`config.mk`:
```
export PLATFORM = sky130hd
export DESIGN_NAME = snake_key_cmd_encoder
export DESIGN_NICKNAME = d
export VERILOG_FILES = /design/src/rtl/snake_key_cmd_encoder.sv
export SDC_FILE = /design/constraint.sdc
export NUM_CORES = 1
export LEC_CHECK = 0
export CAP_MARGIN = 0
export CORE_AREA = 3 3 125 127
export CTS_CLUSTER_SIZE = 24
export DETAILED_ROUTE_END_ITERATION = 7
export DIE_AREA = 0 0 128 130
export PLACE_DENSITY = 0.64
export SLEW_MARGIN = 5
export SYNTH_ARGS = -nofsm -noshare
export SYNTH_HDL_FRONTEND = slang
export SYNTH_SLANG_ARGS = --single-unit
```
`constraint.sdc`:
```
create_clock -name clk -period 4.4 [get_ports clk]
set_input_delay 0.88 -clock clk [delete_from_list [all_inputs] [get_ports clk]]
set_output_delay 0.88 -clock clk [all_outputs]
set_load 0.03 [all_outputs]
```
`src/rtl/snake_key_cmd_encoder.sv`:
```
`default_nettype none
// ============================================================================
// Module   : snake_key_cmd_encoder
// Purpose  : Front end for the snake game's keys. It synchronises and
//            debounces four active-low pushbuttons and turns press events
//            into 2-bit direction commands. The commands go into a small
//            FIFO that the HPS reads over Avalon-MM. The last accepted
//            command is shown on an active-low 7-segment digit.
// Ports    : clk, reset        - clock, asynchronous active-high reset
//            key_n[3:0]        - raw active-low buttons (async to clk)
//            avs_address[1:0]  - 0 DATA(R) 1 STATUS(R) 2 CONTROL(W) 3 none
//            avs_read/write    - Avalon-MM strobes
//            avs_writedata     - write data
//            avs_readdata      - registered read data (1-cycle latency)
//            irq               - irq_en AND FIFO non-empty
//            cmd_hex[6:0]      - {g,f,e,d,c,b,a}, active low
// Options  : `define SNAKE_CMD_REVERSE_FILTER_EN drops a press whose command
//            is the 180-degree reversal of the last accepted command.
// Revision : 1.0 - initial release
// ============================================================================
module snake_key_cmd_encoder #(
    parameter int DEBOUNCE_CYCLES = 1000000,
    parameter int FIFO_DEPTH      = 8
) (
    input  logic        clk,
    input  logic        reset,
    input  logic [3:0]  key_n,
    input  logic [1:0]  avs_address,
    input  logic        avs_read,
    input  logic        avs_write,
    input  logic [31:0] avs_writedata,
    output logic [31:0] avs_readdata,
    output logic        irq,
    output logic [6:0]  cmd_hex
);

    localparam int c_CNT_W = (DEBOUNCE_CYCLES > 1) ? $clog2(DEBOUNCE_CYCLES) : 1;
    localparam int c_PTR_W = $clog2(FIFO_DEPTH);
    localparam int c_LVL_W = c_PTR_W + 1;
    localparam logic [c_CNT_W-1:0] c_CNT_MAX = c_CNT_W'(DEBOUNCE_CYCLES - 1);
    localparam logic [c_LVL_W-1:0] c_FULL    = c_LVL_W'(FIFO_DEPTH);
    localparam logic [1:0] c_ADDR_DATA   = 2'd0;
    localparam logic [1:0] c_ADDR_STATUS = 2'd1;
    localparam logic [1:0] c_ADDR_CTRL   = 2'd2;

    function automatic logic [6:0] cmd_to_hex(input logic [1:0] cmd);
        logic [6:0] seg;
        case (cmd)
            2'd0:    seg = 7'b1000001; // UP
            2'd1:    seg = 7'b0101111; // RIGHT
            2'd2:    seg = 7'b0100001; // DOWN
            default: seg = 7'b1000111; // LEFT
        endcase
        return seg;
    endfunction

    // ------------------------------------------------------------------
    // Two-flop synchroniser. It resets to '1' so that the keys start out
    // released.
    // ------------------------------------------------------------------
    logic [3:0] key_meta_q;
    logic [3:0] key_sync_q;
    logic [3:0] key_stable_q;
    logic [3:0] press_evt;

    always_ff @(posedge clk or posedge reset) begin
        if (reset) begin
            key_meta_q <= 4'hF;
            key_sync_q <= 4'hF;
        end else begin
            key_meta_q <= key_n;
            key_sync_q <= key_meta_q;
        end
    end

    // ------------------------------------------------------------------
    // Per-key debounce. The counter runs only while the synced value
    // differs from the stable value. A press event is the cycle in which a
    // pressed (0) level gets committed.
    // ------------------------------------------------------------------
    generate
        for (genvar k = 0; k < 4; k++) begin : g_key
            logic [c_CNT_W-1:0] cnt_q;
            logic               differs;
            logic               commit;

            assign differs      = key_sync_q[k] != key_stable_q[k];
            assign commit       = differs && (cnt_q == c_CNT_MAX);
            assign press_evt[k] = commit && !key_sync_q[k];

            always_ff @(posedge clk or posedge reset) begin
                if (reset) begin
                    cnt_q           <= '0;
                    key_stable_q[k] <= 1'b1;
                end else if (!differs || commit) begin
                    cnt_q <= '0;
                    if (commit) begin
                        key_stable_q[k] <= key_sync_q[k];
                    end
                end else begin
                    cnt_q <= cnt_q + c_CNT_W'(1);
                end
            end
        end
    endgenerate

    // The highest key index wins. Lower simultaneous presses are dropped.
    logic       evt_valid;
    logic [1:0] evt_cmd;

    always_comb begin
        evt_valid = |press_evt;
        evt_cmd   = 2'd0;
        for (int k = 0; k < 4; k++) begin
            if (press_evt[k]) begin
                evt_cmd = 2'(k);
            end
        end
    end

    // ------------------------------------------------------------------
    // Register-interface decode and FIFO control
    // ------------------------------------------------------------------
    logic [1:0]         mem_q [FIFO_DEPTH];
    logic [c_PTR_W-1:0] wr_ptr_q;
    logic [c_PTR_W-1:0] rd_ptr_q;
    logic [c_LVL_W-1:0] level_q;
    logic               overflow_q;
    logic               irq_en_q;
    logic [6:0]         cmd_hex_q;
    logic [31:0]        readdata_q;

    logic fifo_empty, fifo_full, ctrl_wr, flush, pop, push, push_req, ovf_evt;
    logic evt_blocked;

    assign fifo_empty = (level_q == '0);
    assign fifo_full  = (level_q == c_FULL);
    assign ctrl_wr    = avs_write && (avs_address == c_ADDR_CTRL);
    assign flush      = ctrl_wr && avs_writedata[1];
    assign pop        = avs_read && (avs_address == c_ADDR_DATA) && !fifo_empty;

`ifdef SNAKE_CMD_REVERSE_FILTER_EN
    logic [1:0] last_cmd_q;
    logic       last_cmd_valid_q;

    assign evt_blocked = last_cmd_valid_q && (evt_cmd == (last_cmd_q ^ 2'b10));

    // Flush re-arms the filter, so any direction is accepted next.
    always_ff @(posedge clk or posedge reset) begin
        if (reset) begin
            last_cmd_q       <= 2'd0;
            last_cmd_valid_q <= 1'b0;
        end else if (flush) begin
            last_cmd_valid_q <= 1'b0;
        end else if (push) begin
            last_cmd_q       <= evt_cmd;
            last_cmd_valid_q <= 1'b1;
        end
    end
`else
    assign evt_blocked = 1'b0;
`endif

    assign push_req = evt_valid && !evt_blocked;
    // A full FIFO refuses a push even when a pop happens in the same cycle.
    // Flush also discards a push in the same cycle.
    assign push     = push_req && !fifo_full && !flush;
    assign ovf_evt  = push_req && fifo_full;

    // STATUS has a 5-bit level field.
    logic [31:0] level_ext;
    logic [31:0] status_word;
    logic        w_unused;

    assign level_ext   = 32'(level_q);
    assign status_word = {22'd0, irq_en_q, overflow_q, 3'd0, level_ext[4:0]};
    assign w_unused    = ^{avs_writedata[31:3], level_ext[31:5]};

    // The storage array is not reset. Its contents are only meaningful
    // through level_q.
    always_ff @(posedge clk) begin
        if (push) begin
            mem_q[wr_ptr_q] <= evt_cmd;
        end
    end

    always_ff @(posedge clk or posedge reset) begin
        if (reset) begin
            wr_ptr_q   <= '0;
            rd_ptr_q   <= '0;
            level_q    <= '0;
            overflow_q <= 1'b0;
            irq_en_q   <= 1'b0;
            cmd_hex_q  <= 7'b1111111;
            readdata_q <= 32'd0;
        end else begin
            if (flush) begin
                wr_ptr_q <= '0;
                rd_ptr_q <= '0;
                level_q  <= '0;
            end else begin
                if (push) begin
                    wr_ptr_q <= wr_ptr_q + c_PTR_W'(1);
                end
                if (pop) begin
                    rd_ptr_q <= rd_ptr_q + c_PTR_W'(1);
                end
                case ({push, pop})
                    2'b10:   level_q <= level_q + c_LVL_W'(1);
                    2'b01:   level_q <= level_q - c_LVL_W'(1);
                    default: level_q <= level_q;
                endcase
            end

            // If a new overflow and a clear arrive in the same cycle, the
            // bit stays set.
            if (ovf_evt) begin
                overflow_q <= 1'b1;
            end else if (ctrl_wr && avs_writedata[2]) begin
                overflow_q <= 1'b0;
            end

            if (ctrl_wr) begin
                irq_en_q <= avs_writedata[0];
            end

            if (push) begin
                cmd_hex_q <= cmd_to_hex(evt_cmd);
            end

            if (avs_read) begin
                case (avs_address)
                    c_ADDR_DATA:   readdata_q <= fifo_empty ? 32'd0
                                               : {1'b1, 29'd0, mem_q[rd_ptr_q]};
                    c_ADDR_STATUS: readdata_q <= status_word;
                    default:       readdata_q <= 32'd0;
                endcase
            end
        end
    end

    assign avs_readdata = readdata_q;
    assign irq          = irq_en_q && !fifo_empty;
    assign cmd_hex      = cmd_hex_q;

endmodule
`default_nettype wire

```
==> results_dict.tcl <==
set metrics [dict create \
    synth_top_area_share_pct 37.9 \
    power.density_nw_per_um2 406 \
    io_buffers 26 \
    area_delta_synth_final_pct 14.2 \
    clkTransAtPathRegs_ns 0.05 \
    fin_crit_ns 3.41 \
    initial_core_util_pct 45.0 \
    cp-end-kind "flop" \
    wire_per_inst_um 14.2 \
    synthArstFlopShare_pct 87.9 \
    clkLatencyLatePin_ns 0.42 \
    synth_seq_area_share_pct 52.1 \
    ant_nets 0 \
    yosysUniqueCellTypes 54 \
    final_layout_size_suffix_gt1_share_pct 10.5 \
    dpl.cell_count 819 \
    maxSlewHeadroom_pct 45.6 \
    cp-start-kind "flop" \
    synth_flop_cell "dfrtp_1" \
    netlist_top_cells_count "dfrtp_1, nor2_1, xor2_1" \
    fin_tns_setup_ns 0 \
    min_path_cells 0 \
    cts_tree "yes" \
    routed_wl_um 12100 \
    antenna_found_initial 0 \
    clockBufferDepth 2 \
    core-area_um2 14500 \
    fin_skew_ns 0.00796 \
    hold_start "key_meta_q[1]" \
    netlist_area_um2 6540 \
    min_path_type "reg2reg" \
    instances_no_fill 850 \
    ctsResizeCount 0 \
    critPathRequiredTime_ns 4.71 \
    fin_nets 706 \
    p_leak_nw 3.25 \
    grt_pass1_wl_um 21300 \
    synth_largest_area_cell "dfrtp_1" \
    critPathKind "reg2reg" \
    synth_area_leaders "dfrtp_1, edfxtp_1, dfstp_2" \
    dr.first_iter.drc_count 254 \
    crit-reg2reg-launch "g_key[3].cnt_q[7]" \
    drt_first_pass_iters 4 \
    holdPathEnd "key_sync_q[1]" \
    holdWs_ns 0.355 \
    fp.dieW_um 128 \
    worstRegToRegCells 12 \
    worst_slew_pin_slew_ns 0.811 \
    rows 44 \
    cts_setup_buffers 0 \
    vias_per_cell 5.17 \
    first_global_vias 4495 \
    synth-warning-count 0 \
    synth_edf_count 16 \
    final-max-slew-violation-count 0 \
    rrSetupSlack_ns 0.99 \
    drc 0 \
    rsz0062_at_grt "no" \
    cp.arrival_ns 3.72 \
    status "completed" \
    antennaDiodeCount 0 \
    clock_sink_count 132 \
    setup-violations-final 0 \
    cts-root-buf "clkbuf_16" \
    dp_hpwl_um 8330 \
    synth_cells 621 \
    finalCritPeriodShare_pct 77.6 \
    ir_drop_mv 0.285 \
    avgSynthCellArea_um2 10.5 \
    die_area_um2 16600 \
    fmax_ghz 0.293 \
    grt_max_degree 66 \
    synth_seq_cells 132 \
    overflow 0 \
    cts_hold_buf 0 \
    numCtsBuffers 17 \
    die_h_um 130 \
    maxCapViolations 0 \
    timing.rr.end "level_q[3]" \
    h-tree-depth 4 \
    ios 82 \
    gp_congestion 0.805 \
    grtUsageTotal_pct 15.9 \
    crit_fanout 12 \
    hold_viol 0 \
    dr_total_vias 4392 \
]
## where the power goes
group	switching, mW	total (mW)	internal (mW)
sequential	0.0720	1.36	1.28
combinational	0.174	0.295	0.121
clock	0.498	1.38	0.887
## cell type report
type,instances,area (um2)
Fill cell,1315,7060
Tap cell,184,230
Multi-Input combinational cell,458,2900
Clock inverter,10,105
Sequential cell,132,3400
Clock buffer,21,482
Inverter,16,62.6
Timing Repair Buffer,29,283
## per-layer routing
layer | up-vias | global-route usage [%] | share of wire [%]
li1 | 2162 | - | -
met1 | 2136 | 19.8 | 45
met2 | 76 | 26.5 | 49
met3 | 18 | 3.60 | 3.5
met4 | 0 | 7.05 | 2.0
met5 | - | 0 | 0
## how the worst max path moves through the flow
stage	start	end	slack (ns)	cells past startpoint
5_1_grt	g_key[3].cnt_q[7]	level_q[3]	0.75	12
3_3_place_gp	avs_address[1]	level_q[3]	0.82	11
2_1_floorplan	reset	avs_readdata[0]	0.48	1
4_1_cts	g_key[3].cnt_q[7]	level_q[3]	0.95	12
6_report	g_key[3].cnt_q[7]	level_q[3]	0.99	12
3_5_place_dp	avs_address[1]	level_q[3]	0.66	11
## placed cells by master, fill, tap and decap left out, types with 6 or more instances in the layout
master	count
nor2_1	99
dfrtp_1	99
xor2_1	46
nand3_1	44
nand2_1	43
xnor2_1	33
and3_1	26
conb_1	26
clkdlybuf4s50_1	26
clkbuf_16	18
dfstp_2	17
edfxtp_1	16
inv_1	15
nor4_1	13
nor3_1	11
nand4_1	10
o21ai_0	9
ha_1	9
and2_1	7
a21oi_1	7
mux2_2	7
mux2i_1	6
clkinv_2	6
## cell families (layout without fill, tap and decap cells)
family	count (synthesis)	in the layout	share of synthesized area (%)
compound gates	30	30	3.00
simple gates	295	295	23.6
flops	132	132	52.1
buf+inv	55	76	4.92
other cells	2	26	0.115
xor+xnor	79	79	10.6
fa+ha+maj	10	10	2.03
mux	18	18	3.67
## registers in the layout, summed over array words and instances, names as in the netlist
register and count:
g_key.cnt_q 80, irq_en_q 1, mem_q 16, rd_ptr_q 3, overflow_q 1, avs_readdata 7, wr_ptr_q 3, level_q 4
key_sync_q 4, cmd_hex 5, key_stable_q 4, key_meta_q 4
## stage by stage
step / utilization [%] / cell area [um2] / setup slack [ns] / power [mW]
6_report: 51.4 / 7470 / 0.988 / 3.04
5_1_grt: 51.4 / 7470 / 0.750 / 3.18
4_1_cts: 51.4 / 7470 / 0.953 / 3.08
3_5_place_dp: 47.4 / 6880 / 0.662 / 1.68
3_3_place_gp: 47.4 / 6880 / 0.823 / 1.66
2_1_floorplan: - / 6630 / 0.476 / 1.61
## worst max-delay path: stages (launching register included)
cell and delay [ns]:
dfrtp_1 0.40, or4_4 0.57, nor4_4 0.30, a32o_2 0.39
o31ai_2 0.15, nor2_4 0.28, nor2_1 0.14, ha_1 0.30
a21o_1 0.16, a21o_1 0.19, nor2_1 0.11, mux2i_1 0.09
o32ai_1 0.23
Power figures use the tool's default switching activity.
